**config.mk**
```make
export PLATFORM = sky130hd
export DESIGN_NAME = vga_timing_gen
export DESIGN_NICKNAME = d
export VERILOG_FILES = /design/src/rtl/vga_timing_gen.sv
export SDC_FILE = /design/constraint.sdc
export NUM_CORES = 1
export LEC_CHECK = 0
export CAP_MARGIN = 20
export CORE_MARGIN = 3
export CORE_UTILIZATION = 30
export DETAILED_ROUTE_END_ITERATION = 8
export DONT_BUFFER_PORTS = 1
export SLEW_MARGIN = 10
export SYNTH_ARGS = -nofsm -noshare
export SYNTH_HDL_FRONTEND = slang
export SYNTH_SLANG_ARGS = --single-unit
```
**constraint.sdc**
```tcl
create_clock -name clk -period 2.45 [get_ports clk]
set_input_delay 0.3675 -clock clk [delete_from_list [all_inputs] [get_ports clk]]
set_output_delay 0.3675 -clock clk [all_outputs]
set_load 0.03 [all_outputs]
```
**src/rtl/vga_timing_gen.sv**
```systemverilog
// Parametrised VGA raster timing generator: h/v counters, decoded sync/enable/strobes,
// and a pixel-tick pipeline of 1+PIPE_DELAY stages that aligns them with a downstream renderer.
module vga_timing_gen #(
  parameter int   H_ACTIVE      = 640,
  parameter int   H_FRONT_PORCH = 16,
  parameter int   H_SYNC        = 96,
  parameter int   H_BACK_PORCH  = 48,
  parameter int   V_ACTIVE      = 480,
  parameter int   V_FRONT_PORCH = 10,
  parameter int   V_SYNC        = 2,
  parameter int   V_BACK_PORCH  = 33,
  parameter logic H_SYNC_POL    = 1'b0,
  parameter logic V_SYNC_POL    = 1'b0,
  parameter int   PIPE_DELAY    = 0,
  parameter int   CNT_W         = 10
) (
  input  logic             clk,
  input  logic             reset,
  input  logic             pix_en,
  output logic [CNT_W-1:0] x,
  output logic [CNT_W-1:0] y,
  output logic             h_sync,
  output logic             v_sync,
  output logic             active,
  output logic             vblank,
  output logic             line_start,
  output logic             frame_start
);

  localparam int H_TOTAL  = H_ACTIVE + H_FRONT_PORCH + H_SYNC + H_BACK_PORCH;
  localparam int V_TOTAL  = V_ACTIVE + V_FRONT_PORCH + V_SYNC + V_BACK_PORCH;
  localparam int HS_FIRST = H_ACTIVE + H_FRONT_PORCH;
  localparam int VS_FIRST = V_ACTIVE + V_FRONT_PORCH;

  // Only values strictly below 2^CNT_W are cast; a legal mode never needs H_TOTAL itself.
  localparam logic [CNT_W-1:0] H_LAST_C   = CNT_W'(H_TOTAL - 1);
  localparam logic [CNT_W-1:0] V_LAST_C   = CNT_W'(V_TOTAL - 1);
  localparam logic [CNT_W-1:0] H_ACT_C    = CNT_W'(H_ACTIVE);
  localparam logic [CNT_W-1:0] V_ACT_C    = CNT_W'(V_ACTIVE);
  localparam logic [CNT_W-1:0] HS_FIRST_C = CNT_W'(HS_FIRST);
  localparam logic [CNT_W-1:0] HS_LAST_C  = CNT_W'(HS_FIRST + H_SYNC - 1);
  localparam logic [CNT_W-1:0] VS_FIRST_C = CNT_W'(VS_FIRST);
  localparam logic [CNT_W-1:0] VS_LAST_C  = CNT_W'(VS_FIRST + V_SYNC - 1);

  typedef struct packed {
    logic hs;
    logic vs;
    logic act;
    logic vbl;
    logic ls;
    logic fs;
  } dec_t;

  logic [CNT_W-1:0] h_cnt_q, h_cnt_d;
  logic [CNT_W-1:0] v_cnt_q, v_cnt_d;
  dec_t             dec_d;
  dec_t             stage_src [PIPE_DELAY+1];
  dec_t             stage_q   [PIPE_DELAY+1];

  always_comb begin
    h_cnt_d = h_cnt_q;
    v_cnt_d = v_cnt_q;
    if (pix_en) begin
      if (h_cnt_q == H_LAST_C) begin
        h_cnt_d = '0;
        v_cnt_d = (v_cnt_q == V_LAST_C) ? '0 : v_cnt_q + 1'b1;
      end else begin
        h_cnt_d = h_cnt_q + 1'b1;
      end
    end
  end

  always_ff @(posedge clk) begin
    if (reset) begin
      h_cnt_q <= '0;
      v_cnt_q <= '0;
    end else begin
      h_cnt_q <= h_cnt_d;
      v_cnt_q <= v_cnt_d;
    end
  end

  always_comb begin
    dec_d     = '0;
    dec_d.hs  = (h_cnt_q >= HS_FIRST_C) && (h_cnt_q <= HS_LAST_C);
    dec_d.vs  = (v_cnt_q >= VS_FIRST_C) && (v_cnt_q <= VS_LAST_C);
    dec_d.act = (h_cnt_q < H_ACT_C) && (v_cnt_q < V_ACT_C);
    dec_d.vbl = (v_cnt_q >= V_ACT_C);
    dec_d.ls  = (h_cnt_q == '0);
    dec_d.fs  = (h_cnt_q == '0) && (v_cnt_q == '0);
  end

  always_comb begin
    stage_src[0] = dec_d;
    for (int i = 1; i <= PIPE_DELAY; i++) begin
      stage_src[i] = stage_q[i-1];
    end
  end

  // The last stage drops its strobes on any non-tick clock so they are exactly one clk wide.
  always_ff @(posedge clk) begin
    if (reset) begin
      for (int i = 0; i <= PIPE_DELAY; i++) begin
        stage_q[i] <= '0;
      end
    end else begin
      for (int i = 0; i <= PIPE_DELAY; i++) begin
        if (pix_en) begin
          stage_q[i] <= stage_src[i];
        end else if (i == PIPE_DELAY) begin
          stage_q[i].ls <= 1'b0;
          stage_q[i].fs <= 1'b0;
        end
      end
    end
  end

  assign x           = h_cnt_q;
  assign y           = v_cnt_q;
  assign h_sync      = stage_q[PIPE_DELAY].hs ? H_SYNC_POL : ~H_SYNC_POL;
  assign v_sync      = stage_q[PIPE_DELAY].vs ? V_SYNC_POL : ~V_SYNC_POL;
  assign active      = stage_q[PIPE_DELAY].act;
  assign vblank      = stage_q[PIPE_DELAY].vbl;
  assign line_start  = stage_q[PIPE_DELAY].ls;
  assign frame_start = stage_q[PIPE_DELAY].fs;

endmodule

```
# Yosys cells after proc, flatten, opt, wreduce, memory -nomap -nowiden
# Memories as Yosys holds them, arrays and structs flattened.
# Index checks and enable logic that the tools add are counted.
word_totals:
  input_bits: 3
  out_inout_bits: 26
  mem_count: 1
  ramBits: 6
  reg_bits: 20
op_classes:
  add_sub_neg: 2
  n_reduce_logical: 9
  n_lt_le_gt_ge: 7
  n_eq_ne: 2
  n_mux: 16
memory_table:
  columns: ["name", "depth", "width", "read_ports", "rd_ports_with_merged_regs", "write_ports", "line", "source"]
  rows:
  - ["stage_q", 1, 6, 1, 0, 2, "58", "dec_t stage_q [PIPE_DELAY+1];"]
ops:
  columns: ["operator", "count"]
  rows:
  - ["adder 10 x 1 -> 10 bit (second input constant)", 2]
  - ["== test 10 bit (second input constant)", 2]
  - ["greater-or-equal comparator 10 x 9 -> 1 bit (second input constant)", 2]
  - ["logical NOT 10 bit", 2]
  - ["2-to-1 mux 10 bit", 2]
  - ["2-to-1 mux 6 bit", 2]
  - ["OR reduction 6 bit", 2]
  - ["2-to-1 mux 1 bit", 11]
  - ["greater-or-equal comparator 10 bit (second input constant)", 1]
  - ["less-or-equal comparator 10 bit (second input constant)", 1]
  - ["less-or-equal comparator 10 x 9 -> 1 bit (second input constant)", 1]
  - ["less-than comparator 10 bit (second input constant)", 1]
  - ["less-than comparator 10 x 9 -> 1 bit (second input constant)", 1]
  - ["logical AND 1 bit", 4]
  - ["2-to-1 mux 2 bit", 1]
  - ["AND reduction 2 bit", 1]

# Logic depth before layout (Yosys ltp)
# Gate-level depths: netlist (run 1).
logic_depth:
  depth_word: 6
  mapped_depth: 8

# Least setup slack after synthesis (run 1)
# OpenSTA, ideal clock, no wires.
synth_timing:
  kind: "flip-flop to flip-flop"
  startpoint: "register h_cnt_q[1] (netlist: x[1])"
  endpoint: "register v_cnt_q[8] (netlist: y[8])"
  slack_ns: 0.172
  stages_incl_launch_ff: 7
  arrival_ns: 2.208
  setup_time_ns: 0.070
  path_cell_list: "dfxtp_1 > ha_1 > nand4b_2 > or3_4 > buf_6 > or4_1 > a21oi_1"
synth_via:
  elab_chain_len: 2
synth_lines:
  columns: ["element", "line", "source"]
  rows:
  - ["start, declared", "54", "logic [CNT_W-1:0] h_cnt_q, h_cnt_d;"]
  - ["start signal, assigned", "78", "h_cnt_q <= h_cnt_d;"]
  - ["== test 10 bit", "64", "if (h_cnt_q == H_LAST_C) begin"]
  - ["AND reduction 2 bit (no source line)", null, null]
  - ["end signal, assigned", "79", "v_cnt_q <= v_cnt_d;"]
  - ["end, declared", "55", "logic [CNT_W-1:0] v_cnt_q, v_cnt_d;"]
# Every way passes these cells.
# A chain may end at the register's enable or synchronous reset.

# Final worst setup path (run 1)
layout_timing:
  startpoint: "register v_cnt_q[5] (netlist: y[5])"
  endpoint: "register v_cnt_q[2] (netlist: y[2])"
layout_via:
  elab_chain_len: 2
layout_lines:
  columns: ["element", "line", "source"]
  rows:
  - ["== test 10 bit", "66", "v_cnt_d = (v_cnt_q == V_LAST_C) ? '0 : v_cnt_q + 1'b1;"]
  - ["2-to-1 mux 10 bit", "66", null]
# Every way passes these cells.

==> results.toml, run 1 <==
[layout]
ff_latch_area_um2 = 571
final_layout_size_suffix_gt1_share_pct = 12.9
fin_nets = 172
final.fill_count = 469
area_growth_syn_to_layout_pct = 11.6
mostFrequentLayoutCell = "dfxtp_1"
most_frequent_cells_in_the_layout = "dfxtp_1 (21), nor2_1 (19), nand3_1 (15), buf_4 (11)"
diodes = 0
multi_input_area_um2 = 739
post_layout_nonfiller_instances = 215

[die]
core.rowCount = 24
io-pin-count = 29
floorplan.die.height_um = 74.2
fp.dieW_um = 74.2
design.die.area_mm2 = 0.00551
start_util_pct = 31.6
core_area_mm2 = 0.00441

[sta]
tightestPinTransition_ns = 0.610
timing.final.crit_share_pct = 77.7
fmaxAchievable_ghz = 0.525
report.final.setup_viol = 0
grt_setup_unrepaired = "false"
hold-worst-slack_ns = 0.138
hold_violations = 0
timing.slew.headroom_pct = 59.3
final.setup.tns_ns = 0
maxSlewViolCount = 0
post-route-min-period_ns = 1.90
fin_skew_ns = 0.0118

[clock_network]
cts.clk_slew.worst_paths_ns = 0.10
numCtsBuffers = 3
postCtsHoldBufs = 0
cts_num_sinks = 26
clock_tree_from_tritoncts = "done"
cts_root_buf = "clkbuf_8"
post_cts_buffers = 0
cts_max_level = 1
cts-root-to-sink-buffers = 2
cts_resized = 0
clock_latency_ns = 0.28

[worst_setup_path]
cp-start-kind = "flop"
worst_ep_arrival_time_ns = 2.06
critical_path_sink_type = "flop"
cp_slowest_cell = "nor4_1"
cp_max_fo = 7
rr_startpoint = "y[5]"
critPathLaunch = "y[5]"
crit_chain = "nor4_1, nand3_1, o21bai_1, nor2_1"
crit_reg_reg_endpoint = "y[2]"
rr_worst_depth = 4
worst-endpoint-required_ns = 2.61
max_stage_delay_ns = 0.49
setup.worst_path.class = "flop to flop"
ff2ff_setup_slack_ns = 0.55

[routing]
detail_route.first_pass.iterations = 4
post_drt_via_cell_ratio = 5.24
routed_wire_length_per_instance_um = 14.5
antenna_violating_nets_left = 0
drt_first_iter_violations = 77
drt_drc_violations_left = 0
route.final.wire_length_mm = 3.11
detailroute.via_count = 1126

[power]
leakage_power_total_nw = 0.573
sequentialPowerShare_pct = 53.5
internal_power_component_mw = 0.680
clkPwrFrac_pct = 41.6
p_comb_share_pct = 5.0
power.switching_mw = 0.186
power_density_mw_per_mm2 = 556
power.share.switching_pct = 21.5
ir_worst_vdd_mv = 0.210

[logic_synthesis]
largest_area_contributor_in_the_netlist = "dfxtp_1"
postSynthRegisterBits = 26
synth_edf_count = 5
synth_nets = 166
synth.top_cell.area_share_pct = 30.1
postSynthAreaPerCell_um2 = 8.84
synthesis.yosys.warnings = 0
syn_inst = 158
synth.distinct_cells = 42
mappedNetlistArea_mm2 = 0.00140
synth.top_cells.by_area = "dfxtp_1 (30%), edfxtp_1 (11%), nand3_1 (5.4%)"
async_reset_ff_share_pct = 0
synth-main-ff-cell = "dfxtp_1"
synth-seq-area-share_pct = 40.9

[global_route]
grt_antenna_before_repair = 0
globalRouteOverflowTotal = 0
groute.usage.overall_pct = 12.2
grt_pass1_vias = 1041
grt_first_pass_wirelength_mm = 5.15
grt_start_max_net_pins = 16

[placement]
port_buffers = 0
gp_congestion = 0.798
dp.final_hpwl_mm = 2.37
placedCellCount = 211

[job]
max_cap_violations = 0

[worst_hold_path]
worst_hold_startpoint = "reset"
hold_path_depth = 1
hold_end = "y[3]"
hold_path_class = "input pin to flop"

[status]
status = "complete, no violations"
[worst max-delay path, delay by kind of cell, from the launching register on]
family             cells  cell delay [ns]
DFF                    1             0.48
AOI/OAI and AO/OA      1             0.42
and+or+nand+nor        3             0.87
[how the worst max path moves through the flow]
stage / end / depth (start not counted) / slack (ns)
6_report: y[2] / 4 / 0.55
5_1_grt: y[9] / 5 / 0.34
4_1_cts: y[8] / 4 / 0.53
3_5_place_dp: y[8] / 4 / 0.56
3_3_place_gp: y[2] / 4 / 0.57
2_1_floorplan: y[8] / 6 / 0.17
[final cells by class]
type                    count  area share, %
multi-input cells         114           47.4
flip-flops and latches     26           36.6
repair buffers             11           5.30
well taps                  52           4.17
clock buffers               3           2.65
clock inverters             1           1.93
inverters                   8           1.93
[kinds of logic after synthesis]
logic type,share of synthesized area (%)
muxes,1.52
other,0.269
and+or+nand+nor,33.1
xor gates and xnor gates,7.53
DFF,40.9
adders and majority gates,4.48
AOI/OAI and AO/OA,6.09
buffers and inverters,6.18
[cell usage after synthesis (5+ instances only)]
cell and n:
nand2_1 7, nor2_1 19, edfxtp_1 5, clkbuf_1 5, nor3_1 7, inv_1 8, nor4_1 7, ha_1 5
nand3_1 15, dfxtp_1 21, a21oi_1 5, xnor2_1 8
[flip-flops by register name, indices dropped and copies added (netlist names)]
signal   count
stage_q      6
x           10
y           10
[metal layers]
| metal | vias up | routed length (um) | share of wire, % | global-route usage (%) |
|---|---|---|---|---|
| li1 | 573 | - | - | - |
| met1 | 529 | 1500 | 48 | 15.6 |
| met2 | 20 | 1380 | 44 | 18.8 |
| met3 | 4 | 174 | 5.6 | 4.32 |
| met4 | 0 | 47 | 1.5 | 4.74 |
| met5 | - | 0 | 0 | 0 |
[through the flow]
| stage | setup WS, ns | power [mW] | instance area (um^2) | utilization [%] |
|---|---|---|---|---|
| after floorplan | 0.172 | 0.509 | 1400 | - |
| after global placement | 0.569 | 0.517 | 1490 | 33.7 |
| after detailed placement | 0.558 | 0.517 | 1490 | 33.7 |
| after CTS | 0.534 | 0.871 | 1560 | 35.3 |
| after global routing | 0.336 | 0.891 | 1560 | 35.3 |
| final | 0.547 | 0.867 | 1560 | 35.3 |
[power by group through the flow]
stage	Sequential, mW	Combinational (mW)	Clock [mW]
global placement	0.473	0.0435	0
floorplan	0.476	0.0324	0
finish	0.463	0.0431	0.360
detailed placement	0.473	0.0433	0
CTS	0.463	0.0436	0.364
global route	0.465	0.0483	0.378
No activity file was read; power rests on OpenSTA's default activity.
==> run 2: changes to the inputs <==
Clock period 2.45 ns to 1.7 ns, I/O delays scaled along.
==> results.toml, run 2 (synthesis gave the netlist of run 1 again) <==
[layout]
mostFrequentLayoutCell = "buf_4"
multi_input_area_um2 = 790
final_util_pct = 39.9
final_layout_size_suffix_gt1_share_pct = 28.7
finish.instance_area_mm2 = 0.00176
diodes = 0
post_layout_nonfiller_instances = 233
final.fill_count = 422
area_growth_syn_to_layout_pct = 26.3
most_frequent_cells_in_the_layout = "buf_4 (26), nor2_1 (19), nand3_1 (15), dfxtp_1 (10)"
fin_nets = 190
ff_latch_area_um2 = 597

[placement]
gp_congestion = 0.780
place_area_mm2 = 0.00165
port_buffers = 0
placedCellCount = 226
dp.final_hpwl_mm = 2.61

[sta]
hold_violations = 0
timing.final.crit_share_pct = 95.3
fmaxAchievable_ghz = 0.617
grt_setup_unrepaired = "true"
final.setup.tns_ns = 0
maxSlewViolCount = 0
report.final.setup_viol = 0
post-route-min-period_ns = 1.62
fin_skew_ns = 0.00404

[global_route]
grtUsageMet1_pct = 16.5
grt_start_max_net_pins = 15
grt_antenna_before_repair = 0
globalRouteOverflowTotal = 0
grt_first_pass_wirelength_mm = 5.53
grt_pass1_vias = 1123
grtUsageMet2_pct = 21.5
groute.usage.overall_pct = 13.2
grt-busiest-layer = "met2"
grt_util_met3_pct = 2.97

[clock_network]
cts_root_buf = "clkbuf_8"
numCtsBuffers = 3
cts.clk_slew.worst_paths_ns = 0.09
cts_num_sinks = 26
postCtsHoldBufs = 0
clock_latency_ns = 0.27
cts_max_level = 1
clock_tree_from_tritoncts = "done"
cts-root-to-sink-buffers = 2

[worst_hold_path]
hold_end = "x[1]"
worst_hold_startpoint = "reset"
hold_path_depth = 1
hold_path_class = "input pin to flop"

[die]
floorplan.die.height_um = 74.2
fp.dieW_um = 74.2
start_util_pct = 31.6
design.die.area_mm2 = 0.00551
core_area_mm2 = 0.00441
io-pin-count = 29
core.rowCount = 24

[routing]
detail_route.first_pass.iterations = 4
detailroute.via_count = 1215
routed_wire_length_per_instance_um = 15.4
drt_drc_violations_left = 0
drt_first_iter_violations = 70
post_drt_via_cell_ratio = 5.21
route.final.wire_length_mm = 3.58
antenna_violating_nets_left = 0

[power]
total_power_mw = 1.10
power_density_mw_per_mm2 = 622
ir_worst_vdd_mv = 0.309
leakage_power_total_nw = 0.696

[worst_setup_path]
rr_worst_depth = 4
worst_ep_arrival_time_ns = 1.83
critical_path_sink_type = "flop"
ff2ff_setup_slack_ns = 0.08
cp_slowest_cell = "or3_4"
max_stage_delay_ns = 0.43
cp_max_fo = 8
setup.worst_path.class = "flop to flop"
crit_reg_reg_endpoint = "y[8]"
rr_startpoint = "x[7]"
critPathLaunch = "x[7]"
worst-endpoint-required_ns = 1.91
cp-start-kind = "flop"
crit_chain = "or2_0, or3_4, or4_1, a21oi_1"

[status]
status = "complete, no violations"

[job]
max_cap_violations = 0
[run 2: cell count changes in the layout (fill, tap and decap cells not counted), moves of 2 or more]
cell	change
buf_8	+2
buf_4	+15
dfxtp_1	-11
dfxtp_4	+5
dfxtp_2	+6
[run 2: worst max-delay path by stage]
stage	cells after the start	end	slack (ns)
2_1_floorplan	7	y[8]	-0.17
3_3_place_gp	5	y[8]	0.07
3_5_place_dp	5	y[8]	0.05
4_1_cts	5	y[8]	0.03
5_1_grt	6	y[9]	-0.08
6_report	4	y[8]	0.08
[run 2: layout make-up]
| cell class | instances | area share (%) |
|---|---|---|
| repair buffers | 29 | 13.4 |
| multi-input cells | 114 | 44.8 |
| inverters | 8 | 1.70 |
| clock buffers | 4 | 2.56 |
| flip-flops and latches | 26 | 33.9 |
| well taps | 52 | 3.69 |
[run 2: report_power, final]
group | switching (mW) | internal [mW]
clock network | 0.198 | 0.168
registers | 0.0220 | 0.636
logic | 0.0449 | 0.0279
[run 2: worst max-delay path, delay by kind of cell (launching register included)]
kind | cells | cell delay [ns]
and+or+nand+nor | 3 | 1.07
DFF | 1 | 0.35
AOI/OAI and AO/OA | 1 | 0.13
[run 2: what timing repair did]
item / 4_1_cts / 5_1_grt
setup buffers: 0 / 3
setup endpoints to repair: 0 / 6
resized for setup: 0 / 10
[run 2: stage by stage]
| stage | setup slack [ns] | hold WS [ns] |
|---|---|---|
| 2_1_floorplan | -0.170 | 0.545 |
| 3_3_place_gp | 0.0697 | 0.322 |
| 3_5_place_dp | 0.0455 | 0.323 |
| 4_1_cts | 0.0275 | 0.0308 |
| 5_1_grt | -0.0842 | 0.0256 |
| 6_report | 0.0800 | 0.0306 |
[run 2: per-layer routing]
| layer | wire length (um) | vias to the layer above |
|---|---|---|
| li1 | - | 603 |
| met1 | 1560 | 575 |
| met2 | 1760 | 33 |
| met3 | 196 | 4 |
| met4 | 64 | 0 |
| met5 | 0 | - |
==> run 3: changes to the inputs <==
Settings changed: PLACE_DENSITY set to 0.48, REMOVE_ABC_BUFFERS set to 1.
==> results.toml, run 3 (synthesis gave the netlist of run 1 again) <==
[placement]
preCtsSetupSlack_ns = -0.0680
port_buffers = 0
gp_congestion = 0.770
dp.final_hpwl_mm = 2.68
place_area_mm2 = 0.00161

[power]
leakage_power_total_nw = 0.689
power.share.switching_pct = 24.6
internal_power_component_mw = 0.832
power_density_mw_per_mm2 = 643
clkPwrFrac_pct = 33.1
p_comb_share_pct = 6.6
ir_worst_vdd_mv = 0.354
power.switching_mw = 0.271
total_power_mw = 1.10
sequentialPowerShare_pct = 60.3

[worst_setup_path]
rr_worst_depth = 6
worst-endpoint-required_ns = 1.85
crit_chain = "ha_4, nand4b_4, or3_4, buf_4, o21bai_2, nor2_1"
worst_path_dominant_cell_family = "simple AND/OR/NAND/NOR gates"
worst_ep_arrival_time_ns = 1.81
setup.worst_path.class = "flop to flop"
cp_slowest_cell = "or3_4"
critical_path_sink_type = "flop"
ff2ff_setup_slack_ns = 0.05
path_buf_inv = 1
rr_startpoint = "x[1]"
max_stage_delay_ns = 0.40
crit_reg_reg_endpoint = "y[5]"
cp-start-kind = "flop"
cp_max_fo = 5

[global_route]
grt_pass1_vias = 1174
grt_start_max_net_pins = 15
groute.usage.overall_pct = 13.6
grt_first_pass_wirelength_mm = 5.87
globalRouteOverflowTotal = 0
grt_antenna_before_repair = 0

[die]
floorplan.die.height_um = 74.2
start_util_pct = 31.6
core_area_mm2 = 0.00441
core.rowCount = 24
design.die.area_mm2 = 0.00551
io-pin-count = 29
fp.dieW_um = 74.2

[job]
max_cap_violations = 0

[clock_network]
clock_tree_from_tritoncts = "done"
cts_num_sinks = 26
cts_max_level = 1
cts.clk_slew.worst_paths_ns = 0.10
postCtsHoldBufs = 0
cts_root_buf = "clkbuf_8"
cts-root-to-sink-buffers = 2
numCtsBuffers = 3
clock_latency_ns = 0.27

[routing]
post_drt_via_cell_ratio = 5.27
routed_wire_length_per_instance_um = 15.1
detail_route.first_pass.iterations = 4
detailroute.via_count = 1223
route.final.wire_length_mm = 3.51
drt_first_iter_violations = 45
drt_drc_violations_left = 0
antenna_violating_nets_left = 0

[worst_hold_path]
hold_end = "x[1]"
hold_path_depth = 1
worst_hold_startpoint = "reset"
hold_path_class = "input pin to flop"

[sta]
timing.slew.headroom_pct = 65.5
report.final.setup_viol = 0
hold_violations = 0
fmaxAchievable_ghz = 0.605
final.setup.tns_ns = 0
grt_setup_unrepaired = "true"
timing.final.crit_share_pct = 97.3
hold-worst-slack_ns = 0.0319
fin_skew_ns = 0.0123
tightestPinTransition_ns = 0.516
maxSlewViolCount = 0
layout_setup_ws_ns = 0.0458
post-route-min-period_ns = 1.65

[layout]
fin_nets = 189
most_frequent_cells_in_the_layout = "buf_4 (28), nor2_1 (19), dfxtp_1 (19), nand3_1 (15)"
area_growth_syn_to_layout_pct = 22.8
finish.instance_area_mm2 = 0.00172
mostFrequentLayoutCell = "buf_4"
diodes = 0
final_layout_size_suffix_gt1_share_pct = 25.0

[status]
status = "complete, no violations"
==> run 3: cell types whose count changed in the layout (fill, tap and decap cells not counted), sizes merged <==
cell / change
clkbuf: -1
buf: -1
clkinv: +1
==> run 3: power by group through the flow <==
stage / clock, mW / combinational [mW] / sequential, mW
floorplan: 0 / 0.0365 / 0.690
global placement: 0 / 0.0697 / 0.677
detailed placement: 0 / 0.0705 / 0.677
CTS: 0.366 / 0.0717 / 0.665
global route: 0.392 / 0.0825 / 0.668
finish: 0.365 / 0.0727 / 0.665
==> run 3: timing repair <==
item / in CTS / in global routing
resized for setup: 5 / 6
setup endpoints to repair: 5 / 8
pin swaps: 2 / 3
setup buffers: 1 / 0
==> run 3: worst reg2reg max path, delay by kind of cell (launching register included) <==
family	cells	cell delay, ns
adders and majority gates	1	0.15
and+or+nand+nor	3	0.60
buffers and inverters	1	0.16
DFF	1	0.37
AOI/OAI and AO/OA	1	0.26
==> run 3: layout make-up <==
type / instances / area, um^2
Clock buffer: 3 / 41.3
Clock inverter: 1 / 3.75
Fill cell: 445 / 2700
Inverter: 8 / 30.0
Multi-Input combinational cell: 114 / 792
Sequential cell: 26 / 573
Tap cell: 52 / 65.1
Timing Repair Buffer: 28 / 210
==> run 3: worst max path at each step <==
stage	startpoint	end	slack [ns]	cells after the start
floorplan	x[1]	y[8]	-0.50	5
global placement	x[0]	y[8]	0.005	5
detailed placement	x[0]	y[5]	-0.07	6
CTS	x[0]	y[8]	0.02	5
global route	x[1]	y[5]	-0.03	6
finish	x[1]	y[5]	0.05	6
==> run 3: per-layer routing <==
metal / global-route usage, % / vias up / share of wire, %
met5: 0 / - / 0
met4: 4.35 / 0 / 1.0
met3: 2.57 / 4 / 2.4
met2: 22.9 / 17 / 50
met1: 17.7 / 600 / 47
li1: - / 602 / -
==> run 3: stage by stage <==
stage          std cells  utilization [%]
6_report             232             38.9
5_1_grt              232             38.9
4_1_cts              232             38.0
3_5_place_dp         227             36.4
3_3_place_gp         227             36.4
2_1_floorplan        148                -
